<file path="config.mk">
export PLATFORM = sky130hd
export DESIGN_NAME = jpeg_rle_symbolizer
export DESIGN_NICKNAME = d
export VERILOG_FILES = /design/src/rtl/jpeg_rle_symbolizer.sv
export SDC_FILE = /design/constraint.sdc
export NUM_CORES = 1
export LEC_CHECK = 0
export ABC_AREA = 1
export BUFFER_PORTS_ARGS = -buffer_cell sky130_fd_sc_hd__buf_2
export CORE_ASPECT_RATIO = 1.2
export CORE_MARGIN = 5
export CORE_UTILIZATION = 56
export CTS_BUF_LIST = sky130_fd_sc_hd__clkbuf_2 sky130_fd_sc_hd__clkbuf_4 sky130_fd_sc_hd__clkbuf_8
export CTS_CLUSTER_SIZE = 24
export DETAILED_ROUTE_END_ITERATION = 6
export PLACE_DENSITY = 0.78
export SLEW_MARGIN = 40
export SYNTH_ARGS = -nofsm -noshare
export SYNTH_HDL_FRONTEND = slang
export SYNTH_SLANG_ARGS = --single-unit
</file>
<file path="constraint.sdc">
create_clock -name clk -period 2.9 [get_ports clk]
set_input_delay 0.58 -clock clk [delete_from_list [all_inputs] [get_ports clk]]
set_output_delay 0.58 -clock clk [all_outputs]
set_load 0.05 [all_outputs]
</file>
<file path="src/rtl/jpeg_rle_symbolizer.sv">
`default_nettype none
// +----------------------------------------------------------------------------+
// | jpeg_rle_symbolizer                                                        |
// | Zigzag coefficients in, JPEG DC-diff / (run,size,amp) / ZRL / EOB out.     |
// | Optional macro: DC_PRED_RESTART_EN (adds dc_restart predictor clear).      |
// | Rev 1.0                                                                    |
// +----------------------------------------------------------------------------+
module jpeg_rle_symbolizer #(
    parameter int COEF_W = 12,
    parameter int AMP_W  = COEF_W + 1
) (
    input  logic              clk,
    input  logic              rst,
`ifdef DC_PRED_RESTART_EN
    input  logic              dc_restart,
`endif
    input  logic              in_valid,
    output logic              in_ready,
    input  logic [COEF_W-1:0] in_coef,
    output logic              out_valid,
    input  logic              out_ready,
    output logic [3:0]        out_run,
    output logic [3:0]        out_size,
    output logic [AMP_W-1:0]  out_amp,
    output logic              out_is_dc,
    output logic              out_last
);

    localparam logic [1:0]       S_ACCEPT   = 2'd0;
    localparam logic [1:0]       S_ZRL      = 2'd1;
    localparam logic [1:0]       S_EMIT     = 2'd2;
    localparam logic [5:0]       c_IDX_LAST = 6'd63;
    localparam logic [5:0]       c_RUN_ZRL  = 6'd16;
    localparam logic [AMP_W-1:0] c_AMP_ONE  = AMP_W'(1);

    logic [1:0]        r_state;
    logic [5:0]        r_idx;
    logic [5:0]        r_run;
    logic [COEF_W-1:0] r_dc_pred;
    logic [COEF_W-1:0] r_held_coef;
    logic              r_held_last;

    logic              r_out_valid;
    logic [3:0]        r_out_run;
    logic [3:0]        r_out_size;
    logic [AMP_W-1:0]  r_out_amp;
    logic              r_out_is_dc;
    logic              r_out_last;

    logic              w_load_ok;
    logic              w_in_fire;
    logic              w_dc_fire;
    logic [COEF_W-1:0] w_pred_eff;
    logic [AMP_W-1:0]  w_coef_ext;
    logic [AMP_W-1:0]  w_pred_ext;
    logic [AMP_W-1:0]  w_held_ext;
    logic [AMP_W-1:0]  w_diff;
    logic [5:0]        w_run_sub;

    logic              w_emit;
    logic              w_zero_sym;
    logic              w_hold;
    logic [3:0]        w_run;
    logic [AMP_W-1:0]  w_src;
    logic              w_is_dc;
    logic              w_last;
    logic [3:0]        w_size;
    logic [AMP_W-1:0]  w_amp;
    logic [1:0]        w_next_state;
    logic [5:0]        w_next_run;

    // Bit length of |v|; v is a two's-complement AMP_W value.
    function automatic logic [3:0] f_size(input logic [AMP_W-1:0] v);
        logic [AMP_W-1:0] mag;
        logic [3:0]       s;
        mag = v[AMP_W-1] ? (~v + c_AMP_ONE) : v;
        s   = 4'd0;
        for (int i = 0; i < AMP_W; i++) begin
            if (mag[i]) begin
                s = 4'(i + 1);
            end
        end
        return s;
    endfunction

    // Negative values take the low bits of v-1, i.e. the ones' complement of |v|.
    function automatic logic [AMP_W-1:0] f_amp(input logic [AMP_W-1:0] v,
                                               input logic [3:0]       s);
        logic [AMP_W-1:0] base;
        logic [AMP_W-1:0] mask;
        base = v[AMP_W-1] ? (v - c_AMP_ONE) : v;
        mask = ~({AMP_W{1'b1}} << s);
        return base & mask;
    endfunction

`ifdef DC_PRED_RESTART_EN
    assign w_pred_eff = dc_restart ? '0 : r_dc_pred;
`else
    assign w_pred_eff = r_dc_pred;
`endif

    assign w_load_ok  = !r_out_valid || out_ready;
    assign in_ready   = (r_state == S_ACCEPT) && w_load_ok;
    assign w_in_fire  = in_valid && in_ready;
    assign w_dc_fire  = w_in_fire && (r_idx == 6'd0);

    assign w_coef_ext = {{(AMP_W-COEF_W){in_coef[COEF_W-1]}}, in_coef};
    assign w_pred_ext = {{(AMP_W-COEF_W){w_pred_eff[COEF_W-1]}}, w_pred_eff};
    assign w_held_ext = {{(AMP_W-COEF_W){r_held_coef[COEF_W-1]}}, r_held_coef};
    assign w_diff     = w_coef_ext - w_pred_ext;
    assign w_run_sub  = r_run - c_RUN_ZRL;

    always_comb begin
        w_emit       = 1'b0;
        w_zero_sym   = 1'b0;
        w_hold       = 1'b0;
        w_run        = 4'd0;
        w_src        = w_diff;
        w_is_dc      = 1'b0;
        w_last       = 1'b0;
        w_next_state = r_state;
        w_next_run   = r_run;
        case (r_state)
            S_ACCEPT: begin
                if (w_in_fire) begin
                    if (r_idx == 6'd0) begin
                        w_emit     = 1'b1;
                        w_is_dc    = 1'b1;
                        w_next_run = 6'd0;
                    end else if (in_coef == '0) begin
                        // A run still pending at the last index collapses into EOB.
                        if (r_idx == c_IDX_LAST) begin
                            w_emit     = 1'b1;
                            w_zero_sym = 1'b1;
                            w_last     = 1'b1;
                            w_next_run = 6'd0;
                        end else begin
                            w_next_run = r_run + 6'd1;
                        end
                    end else if (r_run < c_RUN_ZRL) begin
                        w_emit     = 1'b1;
                        w_run      = r_run[3:0];
                        w_src      = w_coef_ext;
                        w_last     = (r_idx == c_IDX_LAST);
                        w_next_run = 6'd0;
                    end else begin
                        w_hold       = 1'b1;
                        w_next_state = S_ZRL;
                    end
                end
            end
            S_ZRL: begin
                if (w_load_ok) begin
                    w_emit     = 1'b1;
                    w_zero_sym = 1'b1;
                    w_run      = 4'd15;
                    w_next_run = w_run_sub;
                    if (w_run_sub < c_RUN_ZRL) begin
                        w_next_state = S_EMIT;
                    end
                end
            end
            S_EMIT: begin
                if (w_load_ok) begin
                    w_emit       = 1'b1;
                    w_run        = r_run[3:0];
                    w_src        = w_held_ext;
                    w_last       = r_held_last;
                    w_next_run   = 6'd0;
                    w_next_state = S_ACCEPT;
                end
            end
            default: begin
                w_next_state = S_ACCEPT;
                w_next_run   = 6'd0;
            end
        endcase
    end

    assign w_size = w_zero_sym ? 4'd0 : f_size(w_src);
    assign w_amp  = w_zero_sym ? '0 : f_amp(w_src, w_size);

    always_ff @(posedge clk or posedge rst) begin
        if (rst) begin
            r_state     <= S_ACCEPT;
            r_idx       <= 6'd0;
            r_run       <= 6'd0;
            r_dc_pred   <= '0;
            r_held_coef <= '0;
            r_held_last <= 1'b0;
        end else begin
            r_state <= w_next_state;
            r_run   <= w_next_run;
            if (w_in_fire) begin
                r_idx <= r_idx + 6'd1;
            end
            if (w_dc_fire) begin
                r_dc_pred <= in_coef;
`ifdef DC_PRED_RESTART_EN
            end else if (dc_restart) begin
                r_dc_pred <= '0;
`endif
            end
            if (w_hold) begin
                r_held_coef <= in_coef;
                r_held_last <= (r_idx == c_IDX_LAST);
            end
        end
    end

    // Single-slot output register: a new load may replace a symbol being taken.
    always_ff @(posedge clk or posedge rst) begin
        if (rst) begin
            r_out_valid <= 1'b0;
            r_out_run   <= 4'd0;
            r_out_size  <= 4'd0;
            r_out_amp   <= '0;
            r_out_is_dc <= 1'b0;
            r_out_last  <= 1'b0;
        end else if (w_emit) begin
            r_out_valid <= 1'b1;
            r_out_run   <= w_run;
            r_out_size  <= w_size;
            r_out_amp   <= w_amp;
            r_out_is_dc <= w_is_dc;
            r_out_last  <= w_last;
        end else if (out_ready) begin
            r_out_valid <= 1'b0;
        end
    end

    assign out_valid = r_out_valid;
    assign out_run   = r_out_run;
    assign out_size  = r_out_size;
    assign out_amp   = r_out_amp;
    assign out_is_dc = r_out_is_dc;
    assign out_last  = r_out_last;

endmodule
`default_nettype wire

</file>
==> results.cfg, run 1 <==
[routing]
ant_nets = 0
drt_pass1_iterations = 5
wire_per_inst_um = 15.2
via_per_inst = 5.43
drc_errors = 0
drt_iter0_markers = 343
dr_total_vias = 5189
drt_wl_total_um = 14500

[cts]
cts-root-buf = clkbuf_8
max-clock-path-buffers = 2
clk_latency_ns = 0.37
cts_sinks = 63
cts_buffers = 9
htree_num_levels = 3
clk_pin_slew_ns = 0.07
cts_tree = built

[synth]
synth_area_per_cell_um2 = 6.88
ys_seq_area_share_pct = 34.3
syn_area_um2 = 4590
muxShareOfSynthArea_pct = 0
synthArstFlopShare_pct = 100
synth_edf_count = 0
synth.yosys.warnings = 0
synth_compound_area_share_pct = 12.1
synth_nets = 707
ys_ff_latch = 63
synth_top_family_by_area = simple AND/OR/NAND/NOR gates
synthSimpleGateAreaFrac_pct = 33.4
synth-main-ff-cell = dfrtp_1
synth_top_area_share_pct = 34.3
synth_xor_area_share_pct = 3.81
synth_area_leaders = dfrtp_1, nand2_1, inv_1
synthAdderAreaFrac_pct = 6.43
yosysTopAreaCell = dfrtp_1
ys_types = 42
synthCells = 668

[die]
dieWidth_um = 92.7
start_util_pct = 57.0
fp.dieH_um = 109
num_io_pins = 41
core_um2 = 8060
dieArea_um2 = 10100
fp-row-count = 36

[place]
dpl.hpwl_um = 10000
port_buffers = 40
place.gp.congestion = 0.913
placed_area_um2 = 5920

[sta]
rsz0062_at_grt = yes
max_freq_mhz = 309
slew_headroom_pct = 52.1
period_needed_ns = 3.24
finalSetupViolCount = 16
timing.final.crit_share_pct = 112
final_max_slew_viol_count = 0
fin_ws_ns = -0.336
max_slew.worst_pin.slew_ns = 0.717
finalHoldViolCount = 0
fin_worst_skew_ns = 0.00930
final.setup.tns_ns = -4.22

[outcome]
violations = negative setup slack
status = finished, violations left

[global_routing]
grt.overflow.total = 0
grt_pass1_vias = 5048
grt_start_max_net_pins = 33
grt_pass1_wl_um = 23100
antenna_found_initial = 0
grtUsageTotal_pct = 29.2

[worst_setup_path]
cp.arrival_ns = 3.50
slowest_delay_ns = 0.36
critPathBufInv = 7
cpMostUsedCell = nand2_1
critPathMaxFanout = 5
cp-end-kind = flop
crit_type = flop to flop
cpMaxStageDelayCell = dfrtp_1
cp.required_ns = 3.17
start_kind = flop
crit_family = simple AND/OR/NAND/NOR gates

[cells_and_area]
fillers = 520
fin_nets = 895
drive_above_1_share_pct = 36.4
final_cell_mix = nand2_1, buf_4, inv_1
design_area_um2 = 6590
area_delta_synth_final_pct = 43.4
multi_input_area_um2 = 2910
final-seq-area_um2 = 1580
layout_commonest_cell = nand2_1
n_antenna_cell = 0
final_core_util_pct = 81.7

[hold_path]
hp-class = primary input to asynchronous set/reset pin

[power_and_ir_drop]
p_leak_nw = 3.53
peakVddDrop_uv = 491
powerDensity_nw_per_um2 = 1270
power_mw = 8.36

[flow_run]
cap_violations = 0
==> flip-flops by register name (all words and copies together) (netlist names) <==
register	flops
out_valid	1
out_size	4
r_idx	6
r_run	6
r_dc_pred	12
out_is_dc	1
out_run	4
r_held_coef	12
out_last	1
r_held_last	1
out_amp	13
r_state	2
==> metal layers <==
metal	GRT usage, %	share of wire, %	up-vias
li1	-	-	2505
met1	33.9	40	2432
met2	51.4	50	188
met3	4.14	5.0	64
met4	17.2	5.1	0
met5	0	0	-
==> cells by family after synthesis <==
| family | Yosys count |
|---|---|
| flip-flops | 63 |
| XOR/XNOR | 20 |
| AND/OR/NAND/NOR | 348 |
| AO/OA/AOI/OAI | 94 |
| buffers and inverters | 120 |
| adder cells (fa/ha/maj) | 23 |
==> final timing paths <==
| kind | startpoint | slack (ns) | endpoint | cells after the start |
|---|---|---|---|---|
| min in group clk | out_amp[4] | 0.46 | out_amp[4] | 2 |
| max in group asynchronous | rst | 1.95 | out_amp[3] | 3 |
| setup reg to reg | r_dc_pred[2] | -0.34 | out_amp[0] | 26 |
| setup / recovery | r_dc_pred[2] | -0.34 | out_amp[0] | 26 |
| hold / removal | rst | 0.32 | r_idx[3] | 2 |
| hold reg to reg | out_amp[4] | 0.46 | out_amp[4] | 2 |
==> synth_stat cells, types with 4 or more instances <==
master	instances
o2bb2ai_1	4
inv_2	7
nand2_1	202
a21oi_2	4
nor3_1	6
a22oi_1	5
o21ai_0	41
nand2_2	11
clkbuf_1	7
nor2_2	9
nand4_1	8
nor2_1	49
a21oi_1	24
xor2_1	18
dfrtp_1	63
inv_1	101
nand3_1	50
ha_1	22
==> per-stage QoR <==
stage / setup WS (ns) / hold slack, ns / instances
after floorplan: -0.242 / 0.442 / 668
after global placement: -0.686 / 0.458 / 915
after detailed placement: -0.768 / 0.460 / 915
after CTS: -0.256 / 0.341 / 943
after global routing: -0.548 / 0.372 / 956
final: -0.336 / 0.322 / 956
==> worst reg2reg max path, delay by kind of cell (launching register included) <==
family | cells | cell delay (ns)
buffers and inverters | 7 | 0.71
and+or+nand+nor | 17 | 1.61
adders and majority gates | 1 | 0.28
DFF | 1 | 0.36
AOI/OAI and AO/OA | 1 | 0.19
==> cell type report <==
class,count,area share [%]
clock buffer,13,2.43
sequential,63,23.9
clock inverter,3,1.03
tap,95,1.80
timing repair buffer,186,20.2
inverter,110,6.36
multi-input combinational,486,44.2
==> where the power goes <==
part	switching (mW)	internal (mW)	total, mW
clock	0.363	0.537	0.900
combinational	3.71	2.42	6.13
sequential	0.158	1.18	1.33
total	4.23	4.14	8.36
==> repair_timing <==
item / CTS / global route
endpoints found under the setup margin: 16 / 16
cloned: 1 / 0
pin swaps: 26 / 9
buffers inserted: 12 / 13
hold buffers: 0 / 0
resized for setup: 44 / 26
Note: power is estimated with default switching activity, not from simulation.
==> inputs of run 2 (changes only) <==
--- a/config.mk
+++ b/config.mk
@@ -7,7 +7,7 @@
 export LEC_CHECK = 0
 export ABC_AREA = 1
 export BUFFER_PORTS_ARGS = -buffer_cell sky130_fd_sc_hd__buf_2
-export CORE_ASPECT_RATIO = 1.2
+export CORE_ASPECT_RATIO = 1.5
 export CORE_MARGIN = 5
 export CORE_UTILIZATION = 56
 export CTS_BUF_LIST = sky130_fd_sc_hd__clkbuf_2 sky130_fd_sc_hd__clkbuf_4 sky130_fd_sc_hd__clkbuf_8
==> run 2 against run 1 <==
The flow still finishes with violations (negative setup slack). Critical endpoint unchanged. Utilization rose by 3.7 points. Count of clock-buffer cells in the layout did not move. Global-route usage fell by 0.48 points. Non-clock buffer count rose by 8. Critical path depth did not move. First-iteration DRC count rose by 57%.
==> results.cfg, run 2 (synthesized netlist as in run 1, its figures left out) <==
[outcome]
status = finished, violations left
violations = negative setup slack

[die]
fp-row-count = 40
start_util_pct = 57.4
num_io_pins = 41
dieArea_um2 = 10200
core_um2 = 8010
fp.dieH_um = 121
dieWidth_um = 84.0

[worst_setup_path]
cp-end-kind = flop
cpMaxStageDelayCell = fa_2
cpMostUsedCell = nand2_1
start_kind = flop
cp.arrival_ns = 3.79
cp.required_ns = 3.17
crit_type = flop to flop
critPathMaxFanout = 5
slowest_delay_ns = 0.42

[routing]
drc_errors = 0
drt_iter0_markers = 537
drt_wl_total_um = 16200
ant_nets = 0
dr_total_vias = 5512
drt_pass1_iterations = 7
via_per_inst = 5.65
wire_per_inst_um = 16.6

[cts]
holdBufCountCts = 0
max-clock-path-buffers = 2
cts_sinks = 63
cts_tree = built
htree_num_levels = 3
cts-root-buf = clkbuf_8
cts_buffers = 9
clk_latency_ns = 0.38
clk_pin_slew_ns = 0.07

[place]
place.gp.congestion = 0.962
placed_area_um2 = 6000
dpl.hpwl_um = 9970
port_buffers = 40

[global_routing]
grt_pass1_vias = 5289
grtUsageTotal_pct = 28.7
grt_pass1_wl_um = 23500
grt.overflow.total = 0
grt_start_max_net_pins = 36
antenna_found_initial = 0

[sta]
fin_worst_skew_ns = 0.00876
rsz0062_at_grt = yes
max_freq_mhz = 284
final_max_slew_viol_count = 0
max_slew.worst_pin.slew_ns = 0.700
timing.final.crit_share_pct = 121
finalHoldViolCount = 0
slew_headroom_pct = 53.3
final.setup.tns_ns = -7.76
period_needed_ns = 3.52
hold_slack_ns = 0.291
finalSetupViolCount = 16
fin_ws_ns = -0.615

[power_and_ir_drop]
powerDensity_nw_per_um2 = 1350
peakVddDrop_uv = 1080
p_leak_nw = 3.62

[hold_path]
hp-class = primary input to asynchronous set/reset pin

[flow_run]
cap_violations = 0

[cells_and_area]
design_area_um2 = 6840
fillers = 426
area_delta_synth_final_pct = 49.0
final_cell_mix = nand2_1, buf_4, inv_1
drive_above_1_share_pct = 41.0
layout_commonest_cell = nand2_1
fin_nets = 904
largest_reg_flops = 13
n_antenna_cell = 0
[run 2: changes by cell type in the layout (fill, tap and decap cells not counted), sizes merged]
cell      previous run  this run
clkinvlp             1         0
buf                186       194
inv                108       109
nand2              215       216
[run 2: where the power goes]
part | total, mW | switching, mW | leakage, nW | internal [mW]
clock network | 0.905 | 0.356 | 0.120 | 0.549
logic | 7.02 | 4.35 | 2.69 | 2.67
registers | 1.34 | 0.160 | 0.810 | 1.18
[run 2: what timing repair did]
item | CTS | global route
endpoints found under the hold margin | 0 | 0
pin swaps | 15 | 32
gates resized for setup | 50 | 64
setup buffers | 17 | 8
endpoints found under the setup margin | 16 | 20
gates cloned | 2 | 0
[run 2: metal layers]
| metal | share of wire, % | wire length, µm | up-vias | GRT usage [%] |
|---|---|---|---|---|
| met5 | 0 | 0 | - | 0 |
| met2 | 51 | 8260 | 319 | 53.1 |
| met1 | 36 | 5870 | 2562 | 30.0 |
| li1 | - | - | 2519 | - |
| met3 | 6.3 | 1020 | 112 | 5.98 |
| met4 | 6.6 | 1070 | 0 | 15.7 |
[run 2: worst max-delay path, delay by kind of cell (launching register included)]
| kind | cells | cell delay (ns) |
|---|---|---|
| simple gates | 20 | 1.92 |
| flops | 1 | 0.40 |
| buf+inv | 2 | 0.10 |
| compound gates | 1 | 0.23 |
| fa+ha+maj | 2 | 0.59 |
| xor+xnor | 1 | 0.15 |
[run 2: area by class of cell]
type	count	area, µm²	area share, %
repair buffers	194	1420	20.7
inverters	110	425	6.22
flip-flops and latches	63	1580	23.1
multi-input cells	487	3060	44.7
clock buffers	13	166	2.43
clock inverters	3	65.1	0.951
well taps	105	131	1.92
[run 2: final timing paths]
| kind | end | slack (ns) | start | depth (start not counted) |
|---|---|---|---|---|
| setup / recovery | out_amp[0] | -0.62 | r_dc_pred[0] | 26 |
| hold / removal | out_is_dc | 0.29 | rst | 2 |
| setup reg to reg | out_amp[0] | -0.62 | r_dc_pred[0] | 26 |
| hold reg to reg | out_amp[6] | 0.47 | out_amp[6] | 2 |
| max in group asynchronous | r_dc_pred[11] | 1.99 | rst | 3 |
| min in group clk | out_amp[6] | 0.47 | out_amp[6] | 2 |
[run 2: stage by stage]
step	setup slack (ns)	util [%]	instances	power, mW
3_5_place_dp	-0.836	74.9	932	6.53
2_1_floorplan	-0.242	-	668	4.64
6_report	-0.615	85.5	975	9.26
4_1_cts	-0.218	81.9	967	7.96
3_3_place_gp	-0.703	74.9	932	6.37
5_1_grt	-0.705	85.5	975	9.76
